[config.mk]
export PLATFORM = sky130hd
export DESIGN_NAME = smag_mac_acc
export DESIGN_NICKNAME = d
export VERILOG_FILES = /design/src/rtl/smag_mac_acc.sv
export SDC_FILE = /design/constraint.sdc
export NUM_CORES = 1
export LEC_CHECK = 0
export BUFFER_PORTS_ARGS = -buffer_cell sky130_fd_sc_hd__buf_2
export CAP_MARGIN = 20
export CORE_MARGIN = 4
export CORE_UTILIZATION = 44
export DETAILED_ROUTE_END_ITERATION = 8
export PLACE_DENSITY = 0.59
export SLEW_MARGIN = 20
export SYNTH_ARGS = -nofsm -noshare
export SYNTH_HDL_FRONTEND = slang
export SYNTH_SLANG_ARGS = --single-unit
[constraint.sdc]
create_clock -name clk -period 16.7 [get_ports clk]
set_input_delay 3.34 -clock clk [delete_from_list [all_inputs] [get_ports clk]]
set_output_delay 3.34 -clock clk [all_outputs]
set_load 0.05 [all_outputs]
[src/rtl/smag_mac_acc.sv]
// Streaming sign-magnitude multiply-accumulate: per-lane products of activation and weight,
// accumulated with saturation over a packet and reported on the last beat.
module smag_mac_acc #(
    parameter int ACC_W = 20
) (
    input  logic                 clk,
    input  logic                 rst_n,
    input  logic                 in_valid,
    input  logic                 in_last,
    input  logic [1:0]           convtype,
    input  logic [7:0]           a_mag,
    input  logic [3:0]           a_sign,
    input  logic [7:0]           w_mag,
    input  logic [3:0]           w_sign,
    output logic                 out_valid,
    output logic [4*ACC_W-1:0]   out_acc,
    output logic [3:0]           out_ovf
);

    typedef logic signed [15:0] prod_t;

    localparam logic [ACC_W-1:0] ACC_MAX = {1'b0, {(ACC_W-1){1'b1}}};
    localparam logic [ACC_W-1:0] ACC_MIN = {1'b1, {(ACC_W-1){1'b0}}};

    // Unsigned magnitude product, negated when the signs differ; zero stays zero.
    function automatic prod_t signed_prod(input logic [7:0] ma, input logic [7:0] mw, input logic neg);
        logic [15:0] p;
        p = 16'(ma) * 16'(mw);
        if (neg) begin
            signed_prod = prod_t'(16'd0 - p);
        end else begin
            signed_prod = prod_t'(p);
        end
    endfunction

    logic                pkt_open_r;
    logic [1:0]          mode_r;
    logic                b0_valid_r, b0_last_r, b0_first_r;
    logic [1:0]          b0_mode_r;
    logic [7:0]          b0_a_mag_r, b0_w_mag_r;
    logic [3:0]          b0_neg_r;
    logic                first_s;
    logic [1:0]          eff_mode_s;

    logic [7:0]          ma_s [4];
    logic [7:0]          mw_s [4];
    prod_t               prod_s [4];
    logic                s1_valid_r, s1_last_r, s1_first_r;
    prod_t               s1_prod_r [4];

    logic [ACC_W-1:0]    acc_r [4];
    logic [3:0]          ovf_r;
    logic [ACC_W-1:0]    base_s [4];
    logic [3:0]          ovf_base_s;
    logic [ACC_W:0]      sum_s [4];
    logic [ACC_W-1:0]    acc_nxt_s [4];
    logic [3:0]          ovf_nxt_s;

    // Packet mode is taken from convtype only on the first beat of a packet.
    always_comb begin
        first_s = ~pkt_open_r;
        if (first_s) begin
            eff_mode_s = convtype;
        end else begin
            eff_mode_s = mode_r;
        end
    end

    // Beat capture and packet framing.
    always_ff @(posedge clk or negedge rst_n) begin
        if (!rst_n) begin
            pkt_open_r <= 1'b0;
            mode_r     <= 2'd0;
            b0_valid_r <= 1'b0;
            b0_last_r  <= 1'b0;
            b0_first_r <= 1'b0;
            b0_mode_r  <= 2'd0;
            b0_a_mag_r <= 8'd0;
            b0_w_mag_r <= 8'd0;
            b0_neg_r   <= 4'd0;
        end else begin
            b0_valid_r <= in_valid;
            if (in_valid) begin
                b0_last_r  <= in_last;
                b0_first_r <= first_s;
                b0_mode_r  <= eff_mode_s;
                b0_a_mag_r <= a_mag;
                b0_w_mag_r <= w_mag;
                b0_neg_r   <= a_sign ^ w_sign;
                mode_r     <= eff_mode_s;
                pkt_open_r <= ~in_last;
            end else begin
                pkt_open_r <= pkt_open_r;
            end
        end
    end

    // Route lane magnitudes to slots; unused slots see zero magnitude.
    always_comb begin
        for (int k = 0; k < 4; k++) begin
            ma_s[k] = 8'd0;
            mw_s[k] = 8'd0;
        end
        case (b0_mode_r)
            2'b11: begin
                ma_s[3] = b0_a_mag_r;
                mw_s[3] = b0_w_mag_r;
            end
            2'b10: begin
                ma_s[3] = {4'd0, b0_a_mag_r[7:4]};
                mw_s[3] = {4'd0, b0_w_mag_r[7:4]};
                ma_s[1] = {4'd0, b0_a_mag_r[3:0]};
                mw_s[1] = {4'd0, b0_w_mag_r[3:0]};
            end
            default: begin
                for (int k = 0; k < 4; k++) begin
                    ma_s[k] = {6'd0, b0_a_mag_r[2*k +: 2]};
                    mw_s[k] = {6'd0, b0_w_mag_r[2*k +: 2]};
                end
            end
        endcase
        for (int k = 0; k < 4; k++) begin
            prod_s[k] = signed_prod(ma_s[k], mw_s[k], b0_neg_r[k]);
        end
    end

    // Stage 1: registered signed products.
    always_ff @(posedge clk or negedge rst_n) begin
        if (!rst_n) begin
            s1_valid_r <= 1'b0;
            s1_last_r  <= 1'b0;
            s1_first_r <= 1'b0;
            for (int k = 0; k < 4; k++) s1_prod_r[k] <= 16'sd0;
        end else begin
            s1_valid_r <= b0_valid_r;
            if (b0_valid_r) begin
                s1_last_r  <= b0_last_r;
                s1_first_r <= b0_first_r;
                for (int k = 0; k < 4; k++) s1_prod_r[k] <= prod_s[k];
            end else begin
                s1_last_r  <= s1_last_r;
            end
        end
    end

    // Saturating accumulate; the first beat of a packet restarts from zero.
    always_comb begin
        for (int k = 0; k < 4; k++) begin
            if (s1_first_r) begin
                base_s[k]     = {ACC_W{1'b0}};
                ovf_base_s[k] = 1'b0;
            end else begin
                base_s[k]     = acc_r[k];
                ovf_base_s[k] = ovf_r[k];
            end
            sum_s[k] = {base_s[k][ACC_W-1], base_s[k]}
                     + {{(ACC_W-15){s1_prod_r[k][15]}}, s1_prod_r[k]};
            if (sum_s[k][ACC_W] != sum_s[k][ACC_W-1]) begin
                acc_nxt_s[k] = sum_s[k][ACC_W] ? ACC_MIN : ACC_MAX;
                ovf_nxt_s[k] = 1'b1;
            end else begin
                acc_nxt_s[k] = sum_s[k][ACC_W-1:0];
                ovf_nxt_s[k] = ovf_base_s[k];
            end
        end
    end

    // Stage 2: accumulators and result registers.
    always_ff @(posedge clk or negedge rst_n) begin
        if (!rst_n) begin
            for (int k = 0; k < 4; k++) acc_r[k] <= {ACC_W{1'b0}};
            ovf_r     <= 4'd0;
            out_valid <= 1'b0;
            out_acc   <= {(4*ACC_W){1'b0}};
            out_ovf   <= 4'd0;
        end else begin
            out_valid <= s1_valid_r & s1_last_r;
            if (s1_valid_r) begin
                for (int k = 0; k < 4; k++) acc_r[k] <= acc_nxt_s[k];
                ovf_r <= ovf_nxt_s;
                if (s1_last_r) begin
                    for (int k = 0; k < 4; k++) out_acc[k*ACC_W +: ACC_W] <= acc_nxt_s[k];
                    out_ovf <= ovf_nxt_s;
                end else begin
                    out_ovf <= out_ovf;
                end
            end else begin
                ovf_r <= ovf_r;
            end
        end
    end

endmodule

# After elaboration in Yosys (flattened, before gate mapping)
# Index checks and enable logic that the tools add are counted.
dict set report word_totals {
  ff_bits 262
  inputBits 30
  elab_cells 81
}
dict set report classes {
  add_sub_neg 8
  mul 4
  n_eq_ne 6
  muxes 33
  n_bitwise 4
  n_reduce_logical 3
}
# cell count
set ops {}
lappend ops {{$mux 20} 12}
lappend ops {{$add 20x16->21} 4}
lappend ops {{$mul 8x8->16} 4}
lappend ops {{$mux 16} 4}
lappend ops {{$sub 1x16->16 const A} 4}
lappend ops {{$pmux 8 s2} 2}
lappend ops {{$pmux 4 s2} 2}
lappend ops {{$mux 2} 5}
lappend ops {{$mux 1} 8}
lappend ops {{$eq 2x2->1 const B} 2}
lappend ops {{$ne 1x1->1} 4}
lappend ops {{$reduce_and 2->1} 2}
lappend ops {{$xor 4x4->4} 1}
lappend ops {{$not 1->1} 2}
lappend ops {{$reduce_or 2->1} 1}
lappend ops {{$and 1x1->1} 1}

# Depth between registers and ports, before layout
dict set report logic_depth {
  word_depth 6
  ltp_mapped 24
  mapped_depth_nobuf 22
}

# Worst setup path before layout
# Ideal clock, no wire load.
dict set report synth_path {
  path_kind {reg2reg}
  from {reg b0_mode_r[0]}
  to {reg s1_prod_r[15] in the netlist's numbering}
  setup_ns 0.125
  arrival_ns 5.652
  t_required_ns 16.575
  slack_ns 10.923
  stages_incl_launch_ff 23
  path_cell_list {dfrtp_1 > clkbuf_1 > clkbuf_1 > mux2i_1 > nand2_1 > o21ai_1 > nor2_1 > fa_1 > fa_1 > fa_1 > inv_1 > fa_1 > inv_1 > ha_1 > o21a_1 > o21ai_0 > a311oi_1 > nor4_1 > mux2i_1 > o221a_2 > o41ai_2 > xnor2_1 > mux2_2}
}
dict set report synth_via {
  elab_chain_len 5
  elab_cells_between_ends 7
}
# item line_no
set synth_rtl {}
lappend synth_rtl {{start: declaration} 39} ;# logic [1:0] b0_mode_r;
lappend synth_rtl {{start signal: assignment} 86} ;# b0_mode_r <= eff_mode_s;
lappend synth_rtl {{$eq 2x2->1} 104} ;# case (b0_mode_r)
lappend synth_rtl {{$pmux 8 s2} 104}
lappend synth_rtl {{$mul 8x8->16 (*)} 28} ;# p = 16'(ma) * 16'(mw);
lappend synth_rtl {{$sub 1x16->16} 30} ;# signed_prod = prod_t'(16'd0 - p);
lappend synth_rtl {{$mux 16 (*)} 29} ;# if (neg) begin
lappend synth_rtl {{end: declaration} 49} ;# prod_t s1_prod_r [4];
# Every way passes the cells marked *; elsewhere a longest branch is shown, timed or not.
# A chain may end at the register's enable or synchronous reset.

# Final worst setup path
dict set report layout_path {
  from {reg b0_mode_r[1]}
  to {reg s1_prod_r[15] in the netlist's numbering}
}
# Same word-level chain as after synthesis.

==> flow_summary.toml <==
[clock_tree]
tritoncts = "done"
cts_root_buf = "clkbuf_16"
worstSkewPairLatency_ns = 0.56
htree_num_levels = 1
cts_resized = 0
cts-buffers-inserted = 29
cts_hold_buf = 0
post_cts_buffers = 0
cts.sinks = 244
clock_path_buffers = 3
clk_pin_slew_ns = 0.06

[synthesis]
yosysMostFrequentCell = "dfrtp_1"
postSynth.asyncResetShare_pct = 100
synth_nets = 2133
ys_ff_latch = 244
avgSynthCellArea_um2 = 9.15
yosys.cell_types.count = 86
netlist_top_cells_count = "dfrtp_1, nand2_1, a21oi_1"
yosysTopAreaCellShare_pct = 34.8
synth_top_flop_cell = "dfrtp_1"
ys_top_cells_by_area = "dfrtp_1, ha_1, fa_1, mux2_2, a21oi_1"
synth_area_leader_cell = "dfrtp_1"
synthCells = 1919
ys_seq_area_share_pct = 34.8
synth_area_mm2 = 0.0176
synth-edff-count = 0
yosysWarnings = 0

[final_layout]
regArea_mm2 = 0.00611
multiInputGateArea_mm2 = 0.0106
syn_to_final_growth_pct = 10.8
stdcell_count = 2518
nNetsFinal = 2192
drive_gt1_share_pct = 14.1
num_antenna_cells = 0
nFillCells = 3773
fin_area_mm2 = 0.0195

[place]
hpwlAfterDp_mm = 30.2
place_congestion = 0.840
placement.io_buffers = 114
place_inst = 2464
placed_area_mm2 = 0.0185

[setup_path]
reg2reg_depth = 20
cp-startpoint = "b0_mode_r[1]$_DFFE_PN0P_"
worstPathArrival_ns = 6.86
critPathMaxFanout = 39
end_kind = "register"
cp.required_ns = 17.15
worst_r2r_endpoint = "s1_prod_r[15]$_DFFE_PN0P_"
endpoint = "s1_prod_r[15]$_DFFE_PN0P_"
r2r_start = "b0_mode_r[1]$_DFFE_PN0P_"
ff2ff_setup_slack_ns = 10.28
worstSetupPathType = "register to register"
worstSetupStartpointType = "register"

[power]
power_uw = 4050
powerDensity_mw_per_mm2 = 208
ir_drop_mv = 0.113
p_leak_uw = 0.00933

[timing]
slew_headroom_pct = 34.0
period_share_pct = 38.4
min_period_ns = 6.42
tightest_slew_ns = 0.991
skew_ns = 0.0193
grt_setup_unrepaired = "false"
hold_ws_ns = 0.472
drv_slew = 0
tns_ns = 0
finalSetupViolations = 0
timing.fmax_mhz = 156
final_hold_viol_count = 0

[floorplanning]
ios = 115
die_height_um = 208
die_x_um = 208
start_util_pct = 44.9
die-area_mm2 = 0.0432
coreArea_mm2 = 0.0391
fp-row-count = 72

[route]
drt_iter0_markers = 750
vias = 13633
post-route-drc-count = 0
drt-total-wl_mm = 42.2
first_pass_iters = 5
wl_per_cell_um = 16.8
via_per_inst = 5.41
postRouteAntennaNets = 0

[global_routing]
grt_pass1_vias = 13805
grt.met3_usage_pct = 2.30
track_usage_pct = 19.5
use_met1_pct = 26.2
grt_max_degree = 118
grt_pass1_wl_mm = 71.5
grt_antenna_before_repair = 0
top_usage_layer = "met2"
grt_overflow = 0
use_met2_pct = 34.2

[status]
status = "finished clean"

[run]
cap_violations = 0

[min_path]
hold_path.class = "register to register"
## layout by cell type (no fill, tap or decap), types with 13 or more instances in the layout
| cell | synthesis | layout |
|---|---|---|
| a21o_1 | 50 | 50 |
| a21oi_1 | 152 | 152 |
| a31oi_1 | 26 | 26 |
| and3_1 | 32 | 32 |
| buf_2 | 8 | 113 |
| clkbuf_16 | 0 | 29 |
| dfrtp_1 | 244 | 241 |
| fa_1 | 44 | 44 |
| ha_1 | 140 | 140 |
| inv_1 | 127 | 125 |
| mux2_2 | 70 | 70 |
| mux2i_1 | 13 | 13 |
| nand2_1 | 166 | 165 |
| nand2b_1 | 15 | 15 |
| nand3_1 | 33 | 33 |
| nand4_1 | 13 | 13 |
| nor2_1 | 151 | 151 |
| nor2b_1 | 99 | 99 |
| nor3_1 | 17 | 17 |
| o21a_1 | 15 | 15 |
| o21ai_0 | 100 | 99 |
| o21ai_1 | 29 | 30 |
| o2bb2ai_1 | 26 | 26 |
| xnor2_1 | 60 | 60 |
| xor2_1 | 43 | 43 |
## cell type report
type / count / share of cell area, %
multi-input combinational: 1451 / 54.3
sequential: 244 / 31.4
clock buffer: 39 / 4.28
timing repair buffer: 124 / 3.41
tap: 518 / 3.33
inverter: 128 / 2.47
clock inverter: 14 / 0.759
## logic make-up (layout without fill, tap and decap cells)
family | after synthesis | count (layout) | share of synthesized area [%]
mux | 84 | 84 | 5.31
xor+xnor | 104 | 104 | 5.23
compound gates | 489 | 489 | 17.7
simple gates | 574 | 574 | 16.0
buf+inv | 224 | 305 | 5.06
fa+ha+maj | 200 | 200 | 15.9
flops | 244 | 244 | 34.8
## per-layer routing
layer / routed length (um) / share of wire (%)
met4: 802 / 1.9
met1: 19500 / 46
met5: 0 / 0
met3: 1160 / 2.8
met2: 20700 / 49
## metrics by stage
| step | worst slack, ns | util, % |
|---|---|---|
| 2_1_floorplan | 10.92 | - |
| 3_3_place_gp | 10.09 | 47.2 |
| 3_5_place_dp | 9.93 | 47.2 |
| 4_1_cts | 9.93 | 49.7 |
| 5_1_grt | 9.76 | 49.8 |
| 6_report | 10.28 | 49.8 |
## power breakdown
part	switching [uW]	internal, uW
Sequential	162	836
Clock	259	382
Combinational	1520	886
## worst min-delay path by stage
stage,from,slack (ns),to,depth (start not counted)
final,acc_r[60]$_DFFE_PN0P_,0.47,acc_r[60]$_DFFE_PN0P_,2
after global routing,acc_r[60]$_DFFE_PN0P_,0.49,acc_r[60]$_DFFE_PN0P_,2
after CTS,acc_r[60]$_DFFE_PN0P_,0.47,acc_r[60]$_DFFE_PN0P_,2
after detailed placement,acc_r[60]$_DFFE_PN0P_,0.46,acc_r[60]$_DFFE_PN0P_,2
after global placement,acc_r[60]$_DFFE_PN0P_,0.45,acc_r[60]$_DFFE_PN0P_,2
after floorplan,b0_valid_r$_DFF_PN0_,0.37,s1_valid_r$_DFF_PN0_,0
## critical path, stage by stage (launching register included)
cell      delay (ns)
dfrtp_1         0.99
and2_1          0.41
buf_8           0.23
nand2_1         0.07
nor2_1          0.17
fa_1            0.45
fa_1            0.52
fa_1            0.54
inv_1           0.05
fa_1            0.53
inv_1           0.04
ha_1            0.32
o21a_1          0.19
o21ai_0         0.27
a311oi_1        0.15
nor4_1          0.22
mux2i_1         0.11
o221a_2         0.31
o41ai_2         0.36
xnor2_1         0.09
mux2_2          0.26
## state kept, by name, indices dropped and copies added (netlist names)
name / cells
b0_valid_r: 1
b0_w_mag_r: 8
b0_a_mag_r: 8
b0_mode_r: 2
pkt_open_r: 1
out_valid: 1
s1_valid_r: 1
b0_first_r: 1
s1_first_r: 1
out_acc: 80
out_ovf: 4
b0_neg_r: 4
ovf_r: 4
acc_r: 80
b0_last_r: 1
s1_prod_r: 46
s1_last_r: 1
No activity file was read; power rests on OpenSTA's default activity.
